## config.mk

```make
export PLATFORM = sky130hd
export DESIGN_NAME = nibble_cpu_core
export DESIGN_NICKNAME = d
export VERILOG_FILES = /design/src/rtl/nibble_cpu_pkg.sv /design/src/rtl/nibble_cpu_alu.sv /design/src/rtl/nibble_cpu_core.sv
export SDC_FILE = /design/constraint.sdc
export NUM_CORES = 1
export LEC_CHECK = 0
export ABC_CLOCK_PERIOD_IN_PS = 7900
export CORE_ASPECT_RATIO = 0.6
export CORE_MARGIN = 2
export CORE_UTILIZATION = 45
export DETAILED_ROUTE_END_ITERATION = 7
export PLACE_DENSITY = 0.6
export SYNTH_ARGS = -nofsm -noshare
export SYNTH_HDL_FRONTEND = slang
export SYNTH_SLANG_ARGS = --single-unit
```

## constraint.sdc

```tcl
create_clock -name clk -period 7.9 [get_ports clk]
set_input_delay 1.58 -clock clk [delete_from_list [all_inputs] [get_ports clk]]
set_output_delay 1.58 -clock clk [all_outputs]
set_load 0.01 [all_outputs]
```

## src/rtl/nibble_cpu_pkg.sv

```systemverilog
// Shared opcode values, FSM state encoding and small elaboration helpers
// for the nibble-serial accumulator CPU.
package nibble_cpu_pkg;

   localparam logic [3:0] OP_NGA = 4'h0;
   localparam logic [3:0] OP_AND = 4'h1;
   localparam logic [3:0] OP_OR  = 4'h2;
   localparam logic [3:0] OP_XOR = 4'h3;
   localparam logic [3:0] OP_SLL = 4'h4;
   localparam logic [3:0] OP_SRL = 4'h5;
   localparam logic [3:0] OP_SRA = 4'h6;
   localparam logic [3:0] OP_ADD = 4'h7;
   localparam logic [3:0] OP_HLT = 4'h8;
   localparam logic [3:0] OP_BEQ = 4'h9;
   localparam logic [3:0] OP_BLE = 4'hA;
   localparam logic [3:0] OP_JMP = 4'hB;
   localparam logic [3:0] OP_LDA = 4'hC;
   localparam logic [3:0] OP_LDB = 4'hD;
   localparam logic [3:0] OP_STA = 4'hE;
   localparam logic [3:0] OP_STB = 4'hF;

   typedef enum logic [2:0] {
      S_FETCH = 3'd0,
      S_ADDR  = 3'd1,
      S_LOAD  = 3'd2,
      S_STORE = 3'd3,
      S_HALT  = 3'd4
   } state_t;

   function automatic int max_int(input int a, input int b);
      return (a > b) ? a : b;
   endfunction

endpackage

```

## src/rtl/nibble_cpu_alu.sv

```systemverilog
// Combinational ALU for the single-beat ops 0-7; result always lands in A.
module nibble_cpu_alu
   import nibble_cpu_pkg::*;
#(
   parameter int DATA_W = 8
) (
   input  logic [2:0]        op,
   input  logic [DATA_W-1:0] a,
   input  logic [DATA_W-1:0] b,
   output logic [DATA_W-1:0] result
);

   localparam int SH_W = (DATA_W > 1) ? $clog2(DATA_W) : 1;

   // For non-power-of-two widths the amount field can exceed DATA_W-1;
   // the native shift operators then yield zero or sign fill as intended.
   logic [SH_W-1:0] shamt;
   assign shamt = b[SH_W-1:0];

   always_comb begin
      result = '0;
      case (op)
         OP_NGA[2:0]: result = -a;
         OP_AND[2:0]: result = a & b;
         OP_OR[2:0]:  result = a | b;
         OP_XOR[2:0]: result = a ^ b;
         OP_SLL[2:0]: result = a << shamt;
         OP_SRL[2:0]: result = a >> shamt;
         OP_SRA[2:0]: result = $unsigned($signed(a) >>> shamt);
         OP_ADD[2:0]: result = a + b;
         default:     result = '0;
      endcase
   end

endmodule

```

## src/rtl/nibble_cpu_core.sv

```systemverilog
// Accumulator CPU with a nibble-serial bus: opcode, MS-first address operand,
// then MS-first data beats; bus_rdy = 0 freezes every register.
module nibble_cpu_core
   import nibble_cpu_pkg::*;
#(
   parameter int DATA_W = 8,
   parameter int ADDR_W = 8,
   parameter int BUS_W  = 4
) (
   input  logic              clk,
   input  logic              rst_p,
   input  logic [BUS_W-1:0]  bus_in,
   input  logic              bus_rdy,
   output logic [ADDR_W-1:0] addr_out,
   output logic [BUS_W-1:0]  data_out,
   output logic              wcyc,
   output logic              halted
);

   localparam int AN     = ADDR_W / BUS_W;
   localparam int DN     = DATA_W / BUS_W;
   localparam int NMAX   = max_int(AN, DN);
   localparam int BEAT_W = (NMAX > 1) ? $clog2(NMAX) : 1;
   localparam logic [BEAT_W-1:0] AN_LAST = BEAT_W'(AN - 1);
   localparam logic [BEAT_W-1:0] DN_LAST = BEAT_W'(DN - 1);

   generate
      if ((DATA_W % BUS_W) != 0 || (ADDR_W % BUS_W) != 0 || BUS_W < 4) begin : g_bad_params
         $error("nibble_cpu_core: DATA_W and ADDR_W must be multiples of BUS_W, and BUS_W >= 4");
      end
   endgenerate

   state_t              state;
   logic [ADDR_W-1:0]   pc;
   logic [ADDR_W-1:0]   op_pc;
   logic [ADDR_W-1:0]   tmp;
   logic [DATA_W-1:0]   reg_a;
   logic [DATA_W-1:0]   reg_b;
   logic [3:0]          op;
   logic [BEAT_W-1:0]   beat;

   logic [DATA_W-1:0]   alu_result;
   logic [ADDR_W-1:0]   addr_word;
   logic [ADDR_W-1:0]   branch_target;
   logic [DATA_W-1:0]   store_src;
   logic [DATA_W-1:0]   store_shifted;

   nibble_cpu_alu #(.DATA_W(DATA_W)) u_alu (
      .op     (bus_in[2:0]),
      .a      (reg_a),
      .b      (reg_b),
      .result (alu_result)
   );

   // Full operand as it stands once the current (last) nibble is appended.
   assign addr_word     = ADDR_W'({tmp, bus_in});
   assign branch_target = op_pc + addr_word;

   always_comb begin
      store_src     = (op == OP_STB) ? reg_b : reg_a;
      store_shifted = store_src >> (BUS_W * (DN - 1 - int'(beat)));
   end

   // Bus outputs decode only registered state, so a stall leaves them untouched.
   always_comb begin
      addr_out = pc;
      data_out = '0;
      wcyc     = 1'b0;
      halted   = 1'b0;
      case (state)
         S_LOAD:  addr_out = tmp + ADDR_W'(beat);
         S_STORE: begin
            addr_out = tmp + ADDR_W'(beat);
            wcyc     = 1'b1;
            data_out = store_shifted[BUS_W-1:0];
         end
         S_HALT:  halted = 1'b1;
         default: ;
      endcase
   end

   always_ff @(posedge clk or posedge rst_p) begin
      if (rst_p) begin
         state <= S_FETCH;
         pc    <= '0;
         op_pc <= '0;
         tmp   <= '0;
         reg_a <= '0;
         reg_b <= '0;
         op    <= '0;
         beat  <= '0;
      end else if (bus_rdy) begin
         case (state)
            S_FETCH: begin
               op    <= bus_in[3:0];
               op_pc <= pc;
               pc    <= pc + ADDR_W'(1);
               if (!bus_in[3]) begin
                  reg_a <= alu_result;
               end else if (bus_in[3:0] == OP_HLT) begin
                  state <= S_HALT;
               end else begin
                  state <= S_ADDR;
                  beat  <= '0;
               end
            end
            S_ADDR: begin
               tmp <= addr_word;
               pc  <= pc + ADDR_W'(1);
               if (beat == AN_LAST) begin
                  beat <= '0;
                  case (op)
                     OP_BEQ: begin
                        if (reg_a == reg_b) pc <= branch_target;
                        state <= S_FETCH;
                     end
                     OP_BLE: begin
                        if (reg_a <= reg_b) pc <= branch_target;
                        state <= S_FETCH;
                     end
                     OP_JMP: begin
                        pc    <= addr_word;
                        state <= S_FETCH;
                     end
                     OP_LDA, OP_LDB: state <= S_LOAD;
                     OP_STA, OP_STB: state <= S_STORE;
                     default:        state <= S_FETCH;
                  endcase
               end else begin
                  beat <= beat + BEAT_W'(1);
               end
            end
            S_LOAD: begin
               if (op == OP_LDB) reg_b <= DATA_W'({reg_b, bus_in});
               else              reg_a <= DATA_W'({reg_a, bus_in});
               if (beat == DN_LAST) begin
                  beat  <= '0;
                  state <= S_FETCH;
               end else begin
                  beat <= beat + BEAT_W'(1);
               end
            end
            S_STORE: begin
               if (beat == DN_LAST) begin
                  beat  <= '0;
                  state <= S_FETCH;
               end else begin
                  beat <= beat + BEAT_W'(1);
               end
            end
            S_HALT:  ;
            default: state <= S_FETCH;
         endcase
      end
   end

endmodule

```

==> results of run 1 <==
critical path, delay by kind of cell (launching register included):
kind / cells / cell delay, ps
DFF: 1 / 610
AOI/OAI and AO/OA: 1 / 150
xor gates and xnor gates: 1 / 150
buffers and inverters: 1 / 560
adders and majority gates: 1 / 280
and+or+nand+nor: 3 / 600
cell families after synthesis:
group | synth area share, %
AND/OR/NAND/NOR | 20.6
buffers and inverters | 5.70
adder cells (fa/ha/maj) | 10.8
multiplexers | 10.5
AO/OA/AOI/OAI | 21.7
flip-flops | 26.4
XOR/XNOR | 4.24
flip-flops by register name, indices dropped and copies added (netlist names):
| name | count |
|---|---|
| reg_a | 8 |
| op_pc | 8 |
| op | 4 |
| reg_b | 8 |
| beat | 1 |
| pc | 8 |
| tmp | 8 |
| state | 3 |
layout by cell type, fill, tap and decap left out, types with 8 or more instances in the layout:
master / synthesis / routed
a211oi_1: 8 / 8
a21oi_1: 30 / 30
and3_1: 8 / 8
clkdlybuf4s50_1: 0 / 20
dfrtp_1: 48 / 48
ha_1: 36 / 36
inv_1: 25 / 24
mux2_2: 19 / 19
mux2i_1: 15 / 15
nand2_1: 75 / 75
nand3_1: 15 / 15
nor2_1: 49 / 49
nor2b_1: 9 / 9
nor3_1: 12 / 12
o21ai_0: 34 / 34
xnor2_1: 15 / 15
cell type report:
| cell class | count | area, um^2 |
|---|---|---|
| clock buffer | 6 | 139 |
| fill | 963 | 4890 |
| timing repair buffer | 27 | 253 |
| inverter | 25 | 93.8 |
| tap | 135 | 169 |
| clock inverter | 2 | 15.0 |
| sequential | 48 | 1200 |
| multi-input combinational | 441 | 3090 |
path summary, 6_finish.rpt:
check / to
worst max-delay path: addr_out[7]
worst min-delay path: op_pc[2]$_DFFE_PP0P_
worst max register to register: pc[4]$_DFFE_PP0P_
worst min register to register: op_pc[2]$_DFFE_PP0P_
max in group asynchronous: tmp[4]$_DFFE_PP0P_
min in group asynchronous: tmp[0]$_DFFE_PP0P_
per-layer routing:
metal / global-route usage (%) / up-vias
met4: 5.21 / 0
li1: - / 1970
met1: 42.5 / 1993
met2: 31.3 / 219
met5: 0 / -
met3: 7.72 / 17
metrics by stage:
step / utilization [%] / instances
6_report: 50.4 / 684
5_1_grt: 50.4 / 684
4_1_cts: 50.4 / 684
3_5_place_dp: 48.8 / 676
3_3_place_gp: 48.8 / 676
2_1_floorplan: - / 553
power by group:
| group | switching [W] | total [W] | internal [W] |
|---|---|---|---|
| sequential | 0.000212 | 0.000554 | 0.000342 |
| clock | 0.000102 | 0.000228 | 0.000126 |
| combinational | 0.000497 | 0.000928 | 0.000431 |
| total | 0.000811 | 0.00171 | 0.000900 |
==> run metrics, run 1 <==
Setup Fix Bufs, Post-CTS=0; Final #Nets=593; Synth Register Bits=48; chip width=134 um; Slew headroom=19.0%; CTS Buf Count=5; crit path time final=4230 ps; synth warn=0; wire per inst=20.0 um; global-route wire length before repair=21.8 mm; Pre-Repair DR Iteration Count=7; diode count=0; cts hold-fix bufs=0; Critical Path Source=beat$_DFFE_PP0P_; RD Place Congestion=0.979; synthesized area=4550 um^2; setup TNS=0 ps; Max-Cap Viols=0; Total GRT Usage=25.9%; CORE AREA=9840 um^2; DR top layer=met4; number of DRC markers in iteration 0=590; Avg Inst Size Synth=8.22 um^2; status=completed; initial antenna violation count=0; DR DRC count=0; vias in the first global route=3829; share of layout cells above drive strength 1=10.2%; flop2flop setup slack=4510 ps; R2R Path Start=reg_b[2]$_DFFE_PP0P_; ranking of synthesized cells by instance count=75 x nand2_1, 49 x nor2_1, 48 x dfrtp_1; Die Ht=81.9 um; CTS HTree Levels=2; post-synth top area share=26.4%; vias per cell=6.14; syn nets=598; worst reg-to-reg path cell count=9; Slew Viols, Final=0; cell with the most instances after synthesis=nand2_1; placed inst area=4800 um^2; Setup WS pre-CTS=3590 ps; hold path depth=2; crit start category=register; Hold WS=491 ps; CP arrival=2650 ps; clk_skew=10.9 ps; Slew @ Worst Pin=1210 ps; Total Power=0.00171 W; Post-DP HPWL=10.2 mm; cell taking the most area after synthesis=dfrtp_1; # setup viols final=0; cells along the critical path=ha_1, and3_1, nand3_1, or2_2, xor2_1, o21ai_0, clkdlybuf4s50_1; final hold violations=0; Worst path max stage delay=610 ps; Vias=4199; Tcrit/Tclk final=53.5%; met3 routed WL=1.54 mm; CTS Buffer Depth=2; post-cts sizing count=0; ys async rst share=100%; Req. time, crit path=6320 ps; Site Rows=28; TritonCTS clock tree=built; worst setup path class=register to primary output; I/O Pins=21; hold path start=op_pc[2]$_DFFE_PP0P_; clock sink count=48; Post-DRT Antenna Nets=0; Clk pin slew, worst setup/hold paths=70 ps; Buffers on Ports=20; Synth area leaders=dfrtp_1 26%, ha_1 9.9%, nand2_1 6.2%; crit end category=primary output; Post-Synthesis Cells=553; RSZ-0062 raised after global routing=no; final WL=13.7 mm; Slowest cell on crit path=dfrtp_1; wire length on met2=4.81 mm; Max Clock Freq=237 MHz; EDFF count, synth=0; leakage power=2.04 nW; Area Overhead vs Synth=9.03%; Peak VDD IR=0.152 mV; Cell Pwr Density=345 nW/um^2; Starting Density=46.2%; Worst Hold Class=register to register; Unique masters post-synth=66; register area share after synthesis=26.4%; M1 WL=7.20 mm; clock latency on the worst-skew pair=300 ps; root buf cell=clkbuf_16; largest net degree at the start of global routing=49; dominant synthesized flop cell=dfrtp_1; Setup WS post-layout=3670 ps; die area=11000 um^2; post-route design area=4960 um^2; total congestion overflow=0; crit-path max FO=9
No activity file was read; power rests on OpenSTA's default activity.
==> run 2: changes to the inputs <==
Settings changed: ABC_CLOCK_PERIOD_IN_PS 7900 to 4100.
Clock period 7.9 ns to 4.1 ns, I/O delays scaled along.
==> run metrics, run 2 (synthesized netlist as in run 1, its figures left out) <==
post-cts sizing count=0; Slew @ Worst Pin=1050 ps; clk_skew=10.1 ps; Clock Power Share=15.0%; Post-DRT Antenna Nets=0; fin cells=693; Pre-Repair DR Iteration Count=5; chip width=134 um; crit-path max FO=9; wire per inst=20.1 um; Site Rows=28; root buf cell=clkbuf_16; Slowest cell on crit path=dfrtp_1; clock sink count=48; Setup Fix Bufs, Post-CTS=0; CTS Buffer Depth=2; number of DRC markers in iteration 0=476; largest net degree at the start of global routing=49; cts hold-fix bufs=0; Buf/Inv on CP=1; Pint=0.00182 W; I/O Pins=21; Slew Viols, Final=0; CORE AREA=9840 um^2; crit start category=register; Vias=4196; Final #Nets=602; clock latency on the worst-skew pair=300 ps; Tcrit/Tclk final=83.7%; CTS HTree Levels=2; Cell Pwr Density=673 nW/um^2; total congestion overflow=0; status=completed; RSZ-0062 raised after global routing=no; dpl cells=685; CP arrival=2610 ps; Gate power share=54.9%; final WL=13.9 mm; RD Place Congestion=0.954; Max Clock Freq=291 MHz; TritonCTS clock tree=built; hold path depth=2; Starting Density=46.2%; Req. time, crit path=3280 ps; cell family with most CP delay=simple AND/OR/NAND/NOR gates; share of layout cells above drive strength 1=11.6%; Area Overhead vs Synth=11.0%; leakage power=2.10 nW; initial antenna violation count=0; CTS Buf Count=5; setup TNS=0 ps; die area=11000 um^2; Buffers on Ports=20; crit end category=primary output; final hold violations=0; cells along the critical path=ha_1, and3_1, nand3_1, or2_2, xor2_1, o21ai_0, clkdlybuf4s50_1; NetSw=0.00158 W; Die Ht=81.9 um; most common library cell in the layout ignoring fill and taps=nand2_1; Net Sw Frac=46.4%; Peak VDD IR=0.329 mV; vias in the first global route=3845; crit path time final=3430 ps; WP depth=7; global-route wire length before repair=22.2 mm; Worst Hold Class=register to register; Worst path max stage delay=590 ps; Max-Cap Viols=0; worst setup path class=register to primary output; Util after Layout=51.3%; vias per cell=6.05; Post-DP HPWL=10.4 mm; Total GRT Usage=26.7%; Sequential Power Share=30.0%; Slew headroom=30.1%; Clk pin slew, worst setup/hold paths=70 ps; # setup viols final=0; diode count=0; DR DRC count=0; commonest non-fill, non-tap cells in the layout=75 x nand2_1, 49 x nor2_1, 48 x dfrtp_1; worst reg-to-reg path cell count=9
## run 2: through the flow
stage | worst slack (ps) | cell area [um^2] | total power [W] | hold WS (ps)
6_report | 669 | 5050 | 0.00340 | 496
4_1_cts | 636 | 5050 | 0.00336 | 493
5_1_grt | 455 | 5050 | 0.00365 | 506
3_3_place_gp | 850 | 4870 | 0.00282 | 467
2_1_floorplan | 1320 | 4550 | 0.00225 | 450
3_5_place_dp | 757 | 4870 | 0.00283 | 474
## run 2: final cells by class
class,instances,area (um^2)
Clock inverter,2,38.8
Fill cell,919,4800
Tap cell,135,169
Multi-Input combinational cell,441,3090
Timing Repair Buffer,36,320
Sequential cell,48,1200
Clock buffer,6,139
Inverter,25,93.8
## run 2: layer usage
| layer | part of all wire [%] | global-route usage, % | vias to the layer above |
|---|---|---|---|
| li1 | - | - | 1998 |
| met1 | 53 | 44.1 | 1988 |
| met2 | 35 | 32.1 | 199 |
| met3 | 10 | 7.84 | 11 |
| met4 | 0.69 | 5.53 | 0 |
| met5 | 0 | 0 | - |
## run 2: worst paths after layout
kind | startpoint | slack, ps | to
worst max-delay path | beat$_DFFE_PP0P_ | 670 | addr_out[7]
worst min-delay path | op_pc[2]$_DFFE_PP0P_ | 500 | op_pc[2]$_DFFE_PP0P_
worst max register to register | reg_a[1]$_DFFE_PP0P_ | 940 | pc[6]$_DFFE_PP0P_
worst min register to register | op_pc[2]$_DFFE_PP0P_ | 500 | op_pc[2]$_DFFE_PP0P_
max in group asynchronous | rst_p | 2360 | state[0]$_DFFE_PP0P_
min in group asynchronous | rst_p | 1080 | op[1]$_DFFE_PP0P_
## run 2: worst register-to-register path, delay by kind of cell, from the launching register on
family | cells | cell delay (ps)
buffers and inverters | 1 | 220
flip-flops | 1 | 720
AO/OA/AOI/OAI | 4 | 750
AND/OR/NAND/NOR | 3 | 960
adder cells (fa/ha/maj) | 1 | 390
## run 2: power by group through the flow
stage / clock (W) / combinational [W] / sequential [W]
floorplan: 0 / 0.00143 / 0.000826
global placement: 0 / 0.00181 / 0.00101
detailed placement: 0 / 0.00182 / 0.00101
CTS: 0.000513 / 0.00184 / 0.00100
global route: 0.000533 / 0.00206 / 0.00105
finish: 0.000511 / 0.00187 / 0.00102
==> run 3: changes to the inputs <==
Settings changed: ABC_CLOCK_PERIOD_IN_PS 4100 to 3300.
Clock period 4.1 ns to 3.3 ns, I/O delays scaled along.
==> run metrics, run 3 (synthesized netlist as in run 1, its figures left out) <==
clk_skew=9.56 ps; largest net degree at the start of global routing=30; crit-path max FO=9; vias per cell=6.20; hold path depth=2; Starting Density=46.2%; setup TNS=0 ps; clock sink count=48; global-route wire length before repair=22.4 mm; RD Place Congestion=0.988; die area=11000 um^2; Pint=0.00240 W; Die Ht=81.9 um; Setup Fix Bufs, Post-CTS=0; Sequential Power Share=26.1%; Tcrit/Tclk final=91.8%; crit path time final=3030 ps; Critical Path Source=reg_a[7]$_DFFE_PP0P_; Post-DRT Antenna Nets=0; commonest non-fill, non-tap cells in the layout=75 x nand2_1, 49 x nor2_1, 48 x dfrtp_1; R2R Path Start=reg_a[7]$_DFFE_PP0P_; Vias=4369; CORE AREA=9840 um^2; most common library cell in the layout ignoring fill and taps=nand2_1; wire per inst=20.2 um; final hold violations=0; Total GRT Usage=27.0%; Post-DP HPWL=10.7 mm; worst reg-to-reg path cell count=9; Hold WS=487 ps; share of layout cells above drive strength 1=13.5%; clock latency on the worst-skew pair=300 ps; root buf cell=clkbuf_16; worst setup path class=register to register; Worst Hold Class=register to register; leakage power=2.17 nW; DR DRC count=0; NetSw=0.00199 W; Hold EP=op_pc[0]$_DFFE_PP0P_; Peak VDD IR=0.352 mV; Gate power share=58.2%; CP arrival=3200 ps; crit end category=register; flop2flop setup slack=270 ps; initial antenna violation count=0; chip width=134 um; cts hold-fix bufs=0; TritonCTS clock tree=built; Slew @ Worst Pin=594 ps; Max Clock Freq=330 MHz; I/O Pins=21; RSZ-0062 raised after global routing=no; Cell Pwr Density=849 nW/um^2; Util after Layout=52.5%; CTS HTree Levels=2; status=completed; hold path start=op_pc[0]$_DFFE_PP0P_; post-cts sizing count=0; Net Sw Frac=45.3%; crit start category=register; CTS Buf Count=5; diode count=0; vias in the first global route=3915; final WL=14.2 mm; Req. time, crit path=3470 ps; Clock Power Share=15.7%; Slew Viols, Final=0; Site Rows=28; FF-to-FF End=pc[1]$_DFFE_PP0P_; Max-Cap Viols=0; # setup viols final=0; total congestion overflow=0; Final #Nets=614; Clk pin slew, worst setup/hold paths=80 ps; number of DRC markers in iteration 0=551; Area Overhead vs Synth=13.6%; Slew headroom=60.4%; Buffers on Ports=20; Pre-Repair DR Iteration Count=5; CTS Buffer Depth=2
## run 3: cell count changes in the layout (fill, tap and decap cells not counted)
cell and change:
buf_4 +11, buf_12 +1, bufinv_16 +1, clkbuf_8 -1, clkinv_4 -1, inv_6 +1
## run 3: power groups by stage
stage,registers (W),clock network (W),logic (W)
2_1_floorplan,0.00103,0,0.00177
3_3_place_gp,0.00113,0,0.00245
3_5_place_dp,0.00114,0,0.00248
4_1_cts,0.00113,0.000704,0.00250
5_1_grt,0.00118,0.000729,0.00279
6_report,0.00115,0.000691,0.00255
## run 3: per-layer routing
layer	GRT usage [%]	wire length, um
met1	42.9	7250
met2	34.9	5300
met3	7.96	1570
met4	4.57	109
met5	0	0
## run 3: area by class of cell
class | count | area, um^2
Fill cell | 930 | 4680
Multi-Input combinational cell | 441 | 3090
Sequential cell | 48 | 1200
Timing Repair Buffer | 48 | 423
Tap cell | 135 | 169
Clock buffer | 5 | 125
Inverter | 25 | 93.8
Clock inverter | 3 | 68.8
## run 3: worst max-delay path, cell delays in order, from the launching register on
cell	delay (ps)
dfrtp_1	570
inv_1	220
ha_1	420
or4_4	490
nor2_1	230
a21oi_1	100
nor2_1	180
o21a_4	220
nor2_1	110
a221o_1	370
## run 3: worst max path at each step
stage	to	slack, ps	cells after the start
5_1_grt	pc[1]$_DFFE_PP0P_	180	9
6_report	pc[1]$_DFFE_PP0P_	270	9
3_5_place_dp	reg_a[6]$_DFFE_PP0P_	320	8
3_3_place_gp	reg_a[6]$_DFFE_PP0P_	290	8
4_1_cts	addr_out[7]	270	7
2_1_floorplan	pc[4]$_DFFE_PP0P_	520	9
## run 3: stage by stage
stage	cell area [um^2]	cells	setup slack (ps)	total power (W)
floorplan	4550	553	525	0.00280
global placement	4970	697	289	0.00357
detailed placement	4970	697	319	0.00362
CTS	5170	705	273	0.00433
global route	5170	705	179	0.00469
finish	5170	705	271	0.00439
